### config.mk
export PLATFORM = sky130hd
export DESIGN_NAME = serial_add_sub
export DESIGN_NICKNAME = d
export VERILOG_FILES = /design/src/rtl/serial_add_sub.sv
export SDC_FILE = /design/constraint.sdc
export NUM_CORES = 1
export LEC_CHECK = 0
export BUFFER_PORTS_ARGS = -buffer_cell sky130_fd_sc_hd__buf_2
export CAP_MARGIN = 10
export CORE_MARGIN = 10
export CORE_UTILIZATION = 40
export DETAILED_ROUTE_END_ITERATION = 6
export GPL_TIMING_DRIVEN = 0
export SLEW_MARGIN = 20
export SYNTH_ARGS = -nofsm -noshare
export SYNTH_HDL_FRONTEND = slang
export SYNTH_SLANG_ARGS = --single-unit
### constraint.sdc
create_clock -name clk -period 2.6 [get_ports clk]
set_input_delay 0.13 -clock clk [delete_from_list [all_inputs] [get_ports clk]]
set_output_delay 0.13 -clock clk [all_outputs]
set_load 0.01 [all_outputs]
### src/rtl/serial_add_sub.sv
// serial_add_sub: multi-cycle two's-complement adder/subtractor.
// A WIDTH-bit operand pair is processed DIGIT bits per clock, LSB digit
// first, under a start/busy/done handshake. Reports sum/difference,
// carry-out of the MSB and signed overflow.
module serial_add_sub #(
   parameter int WIDTH = 8,
   parameter int DIGIT = 2
) (
   input  logic             clk,
   input  logic             rst,
   input  logic             start,
   input  logic             m,
   input  logic [WIDTH-1:0] a,
   input  logic [WIDTH-1:0] b,
   output logic             busy,
   output logic             done,
   output logic [WIDTH-1:0] s,
   output logic             cout,
   output logic             ovf
);

   localparam int NDIG = WIDTH / DIGIT;
   localparam int KW   = (NDIG > 1) ? $clog2(NDIG) : 1;
   localparam logic [KW-1:0] KLAST = KW'(NDIG - 1);

   typedef enum logic [1:0] {
      IDLE = 2'd0,
      RUN  = 2'd1,
      DONE = 2'd2
   } state_t;

   state_t           state;
   logic [KW-1:0]    k;
   logic [WIDTH-1:0] a_q;
   logic [WIDTH-1:0] b_q;      // b already conditioned by the mode (b ^ {m})
   logic [WIDTH-1:0] acc;      // partial result, filled one digit per cycle
   logic             carry;

   logic [DIGIT-1:0] a_d;
   logic [DIGIT-1:0] b_d;
   logic [DIGIT-1:0] d_sum;
   logic             d_cout;
   logic             msb_cin;
   logic             last;
   logic [WIDTH-1:0] acc_nxt;

   // One DIGIT-wide ripple step: returns {carry_out, sum}.
   function automatic logic [DIGIT:0] digit_add(input logic [DIGIT-1:0] x,
                                                input logic [DIGIT-1:0] y,
                                                input logic             ci);
      return {1'b0, x} + {1'b0, y} + {{DIGIT{1'b0}}, ci};
   endfunction

   // Current digit selection, digit adder and merged result word.
   always_comb begin
      a_d              = a_q[k*DIGIT +: DIGIT];
      b_d              = b_q[k*DIGIT +: DIGIT];
      {d_cout, d_sum}  = digit_add(a_d, b_d, carry);
      // Carry into the top bit recovered from its sum bit and operand bits.
      msb_cin          = d_sum[DIGIT-1] ^ a_d[DIGIT-1] ^ b_d[DIGIT-1];
      last             = (k == KLAST);
      acc_nxt          = acc;
      acc_nxt[k*DIGIT +: DIGIT] = d_sum;
   end

   // Control FSM and registered outputs; reset aborts any operation.
   always_ff @(posedge clk) begin
      if (rst) begin
         state <= IDLE;
         k     <= '0;
         busy  <= 1'b0;
         done  <= 1'b0;
         s     <= '0;
         cout  <= 1'b0;
         ovf   <= 1'b0;
      end else begin
         unique case (state)
            IDLE: begin
               done <= 1'b0;
               if (start) begin
                  state <= RUN;
                  busy  <= 1'b1;
                  k     <= '0;
               end
            end
            RUN: begin
               k <= k + 1'b1;
               if (last) begin
                  state <= DONE;
                  busy  <= 1'b0;
                  done  <= 1'b1;
                  s     <= acc_nxt;
                  cout  <= d_cout;
                  ovf   <= msb_cin ^ d_cout;
               end
            end
            DONE: begin
               state <= IDLE;
               done  <= 1'b0;
            end
            default: state <= IDLE;
         endcase
      end
   end

   // Operand capture and per-digit datapath state (not reset).
   always_ff @(posedge clk) begin
      if (state == IDLE && start) begin
         a_q   <= a;
         b_q   <= b ^ {WIDTH{m}};
         carry <= m;
      end else if (state == RUN) begin
         acc   <= acc_nxt;
         carry <= d_cout;
      end
   end

endmodule

After elaboration in Yosys (flattened, before gate mapping)
Index checks and enable logic that the tools add are counted.
{"block": "word_totals", "register_bits": 41, "inputBits": 20, "out_inout_bits": 12, "word_cells": 54}
{"block": "op_classes", "n_addsub": 4, "n_eq_ne": 5, "n_shift": 4, "n_mux": 13, "bitwise_logic": 5, "reduce_logical": 12}
{"op": "3-bit negator with 34-bit output", "n": 1}
{"op": "2-bit by 34-bit variable shift with 8-bit output (first input constant)", "n": 1}
{"op": "2-bit by 34-bit variable part select with 8-bit output", "n": 1}
{"op": "8-bit by 4-bit variable part select with 2-bit output", "n": 2}
{"op": "2-bit AND reduction", "n": 5}
{"op": "8-bit bitwise mux", "n": 1}
{"op": "2-bit case mux with 2 select lines", "n": 2}
{"op": "8-bit bitwise XOR", "n": 1}
{"op": "2-bit 2-to-1 mux", "n": 3}
{"op": "2-bit nonzero test", "n": 3}
{"op": "1-bit 2-to-1 mux", "n": 5}
{"op": "2-bit equality test (second input constant)", "n": 2}
{"op": "2-bit != test (second input constant)", "n": 2}
{"op": "1-bit case mux with 2 select lines", "n": 2}
{"op": "2-bit by 2-bit adder with 3-bit output", "n": 1}
{"op": "3-bit by 1-bit adder with 3-bit output", "n": 1}
{"op": "3-bit AND reduction", "n": 1}
{"op": "1-bit bitwise XOR", "n": 3}
{"op": "2-bit by 1-bit adder with 2-bit output (second input constant)", "n": 1}
{"op": "2-bit by 1-bit equality test with 1-bit output (second input constant)", "n": 1}
{"op": "2-bit logical NOT", "n": 1}
{"op": "2-bit OR reduction", "n": 1}
{"op": "1-bit logical AND", "n": 1}
{"op": "1-bit NOT", "n": 1}

Logic depth before layout (Yosys ltp)
{"block": "depth", "depth_word": 6, "mapped_depth": 7}

Worst setup path after synthesis
No wires, ideal clock.
{"block": "synth_timing", "path_kind": "reg-to-reg", "startpoint": "register k[0]", "endpoint": "register ovf", "arrival_time_ns": 2.636, "required_ns": 2.521, "path_slack_ns": -0.115, "stages_incl_launch_ff": 8, "synth_period_minus_slack_ns": 2.715, "path_cell_list": "dfxtp_1 buf_6 mux4_1 fa_1 fa_1 xor2_1 xnor3_1 a211oi_2"}
{"block": "synth_between", "elab_chain_len": 6, "elab_cells_between_ends": 9, "classes_between": "add/sub (2); eq/ne (1); shift (2); bitwise (3); reduce/logical (1)"}
{"element": "from (decl)", "line_no": "33", "source": "logic [KW-1:0] k;"}
{"element": "from (signal assigned)", "line_no": "87", "source": "k <= k + 1'b1;"}
{"element": "8-bit by 4-bit variable part select with 2-bit output, on equally long branches", "line_no": "56, 57"}
{"element": "2-bit by 2-bit adder with 3-bit output", "line_no": "51", "source": "return {1'b0, x} + {1'b0, y} + {{DIGIT{1'b0}}, ci};"}
{"element": "3-bit by 1-bit adder with 3-bit output", "line_no": "51"}
{"element": "1-bit bitwise XOR (2 in a row)", "line_no": "60", "source": "msb_cin = d_sum[DIGIT-1] ^ a_d[DIGIT-1] ^ b_d[DIGIT-1];"}
{"element": "1-bit bitwise XOR", "line_no": "94", "source": "ovf <= msb_cin ^ d_cout;"}
{"element": "to (signal assigned)", "line_no": "94"}
{"element": "to (decl)", "line_no": "19", "source": "output logic ovf"}
Parallel ways exist; a longest one is shown, timed or not.
A chain may end at the register's enable or synchronous reset.

Final worst setup path
Ends and elaborated chain as after synthesis.

==> summary.md <==
| Metric | Value |
|---|---|
| Reg2reg path depth | 6 |
| Vias in the first global route | 1,335 |
| Die X | 87.7 um |
| Total power | 1.52 mW |
| Antenna diode count | 0 |
| Leak | 0.905 nW |
| Final HPWL DP | 2670 um |
| H-tree depth | 2 |
| GRT overflow | 0 |
| PortBufs | 29 |
| Num CTS Buffers | 5 |
| Die H | 87.7 um |
| Cell variety after synth | 32 |
| WL final | 3690 um |
| RSZ-0062 raised after global routing | yes |
| Final worst path period need | 2.58 ns |
| Yosys reg bits | 41 |
| Max Freq | 0.388 GHz |
| Synthesized area per cell | 13.1 um^2 |
| Nets | 215 |
| Largest net degree at the start of global routing | 13 |
| Synth async-reset ratio | 0 |
| Sequential-to-total area share from yosys stat | 0.584 |
| Final ANT Viol Nets | 0 |
| Critical path arrival | 2.79 ns |
| Setup violators final | 0 |
| Mapped Cells | 140 |
| CP Max Fanout | 4 |
| TritonCTS clock tree | built |
| Layout cell share with drive strength beyond 1 | 0.314 |
| Clk sinks | 41 |
| CORE AREA | 4380 um^2 |
| Vias per inst | 5.14 |
| Die area | 7690 um^2 |
| First DRT Iteration DRCs | 53 |
| Final Max Slew Viols | 0 |
| Area of the mapped netlist | 1830 um^2 |
| GRT Total Usage | 0.105 |
| Setup TNS | 0 ns |
| Clk buf depth | 2 |
| Status | finished clean |
| Via count | 1,234 |
| CTS clk-pin slew, worst paths | 0.08 ns |
| Clock root cell | clkbuf_8 |
| Worst Skew | 0.00575 ns |
| Worst-margin pin slew | 0.947 ns |
| Avg WL per Cell | 15.4 um |
| Post-synth EDFFs | 25 |
| First-pass GRT wire length | 6300 um |
| PD cells | 671 nW/um^2 |
| Max_cap viols | 0 |
| # IOs | 32 |
| Worst vdd ir | 0.307 mV |
| CP Launch Type | register |
| Worst setup EP type | register |
| Number of detailed-route iterations in the first pass | 4 |
| Worst endpoint required time | 2.81 ns |
| Core Rows | 24 |
| Worst Hold Depth | 1 |
| Min-delay worst type | input port to register |
| Period utilisation layout | 0.992 |
| Antenna violations before repair | 0 |
| Net Count, Synth | 168 |
| Final Hold Fails | 0 |
| Starting Density | 0.418 |
| Area growth, synth to finish | 23.8% |
| Worst rel slew slack | 0.368 |
| Top FF cell, synth | edfxtp_1 |
| Worst skew pair latency | 0.29 ns |
| DRC errors left | 0 |
| Synth Warn # | 0 |
| Setup CP Type | register to register |
| RePlAce Congestion | 0.829 |
[worst max-delay path, stage by stage, from the launching register on]
cell,delay (ns)
dfxtp_4,0.38
mux4_2,0.53
fa_2,0.38
fa_2,0.57
xor2_1,0.18
xnor3_1,0.26
a211oi_2,0.20
[final cells by class]
cell class	count	area [um^2]
fillers	389	2110
flip-flops and latches	41	1080
multi-input cells	86	726
repair buffers	41	250
clock buffers	6	72.6
well taps	52	65.1
clock inverters	2	33.8
inverters	7	26.3
plain buffers	5	20.0
[final timing paths]
path,from,endpoint,slack (ns)
setup / recovery,k[0],ovf,0.02
hold reg to reg,done,done,0.47
setup reg to reg,k[0],ovf,0.02
hold / removal,a[1],a_q[1],0.01
[state kept, by name, summed over array words and instances, names as in the netlist]
name,flops
a_q,8
acc,8
b_q,8
busy,1
carry,1
cout,1
done,1
k,2
ovf,1
s,8
state,2
[Yosys cell counts, types with 2 or more instances]
cell,count,area (um^2)
dfxtp_1,16,320
nor2b_1,10,62.6
ha_1,6,75.1
mux4_2,2,45.0
edfxtp_1,25,751
xor2_1,9,78.8
clkbuf_1,3,11.3
nand2_1,4,15.0
nand2b_1,2,12.5
nor2_1,17,63.8
nand3_1,2,10.0
a311oi_1,4,35.0
a41oi_1,4,35.0
a211oi_1,5,37.5
fa_1,2,40.0
inv_1,7,26.3
nor3_1,2,10.0
a31o_2,2,17.5
a21oi_1,4,20.0
mux4_1,2,52.6
[power breakdown]
part,switching (mW),internal [mW],leakage [nW]
combinational,0.135,0.138,0.482
sequential,0.0156,0.739,0.370
clock,0.213,0.283,0.0528
total,0.364,1.16,0.905
[per-stage QoR]
step / utilization / hold WS (ns) / setup slack, ns / std cells / area, um^2
finish: 0.518 / 0.00990 / 0.0203 / 240 / 2270
global route: 0.518 / 0.00427 / -0.103 / 240 / 2270
CTS: 0.517 / 0.000378 / -0.0343 / 241 / 2270
detailed placement: 0.468 / 0.308 / -0.230 / 222 / 2050
global placement: 0.465 / 0.308 / -0.313 / 221 / 2040
floorplan: - / 0.229 / 0.00146 / 140 / 1830
[repair_timing]
item | CTS | global route
resized for setup | 4 | 4
setup buffers | 5 | 0
hold endpoints to repair | 6 | 0
hold buffers | 6 | 0
endpoints found under the setup margin | 6 | 8
pin swaps | 4 | 2
[per-layer routing]
metal  vias up  routed length (um)  global-route usage  share of wire
met1       594                1540               0.110           0.42
met4         0                  90              0.0522          0.024
met5         -                   0                   0              0
met3        10                 175              0.0371          0.047
met2        28                1880               0.184           0.51
li1        602                   -                   -              -
[placed cells by master, fill, tap and decap left out, drive strengths merged]
cell          n
buf          37
mux2          1
a41oi         4
mux2i         1
clkinv        1
ha            6
dlygate4sd3   6
nor3b         1
nor2b        10
o21ai         1
bufinv        1
a311oi        4
fa            2
nand2         4
a31o          2
nor2         17
nand2b        2
xnor3         1
nand3b        1
a21oi         4
and2b         1
mux4          4
dfxtp        16
and3b         1
edfxtp       25
inv           7
xor2          9
nor3          2
a211oi        6
nand3         2
clkbuf        9
[kinds of logic (layout without fill, tap and decap cells)]
group	after synthesis	after routing	share of synthesized area
flip-flops	41	41	0.584
XOR/XNOR	10	10	0.0553
multiplexers	6	6	0.0648
AND/OR/NAND/NOR	41	41	0.113
adder cells (fa/ha/maj)	8	8	0.0628
buffers and inverters	13	61	0.0314
AO/OA/AOI/OAI	21	21	0.0887
Note: power is estimated with default switching activity, not from simulation.
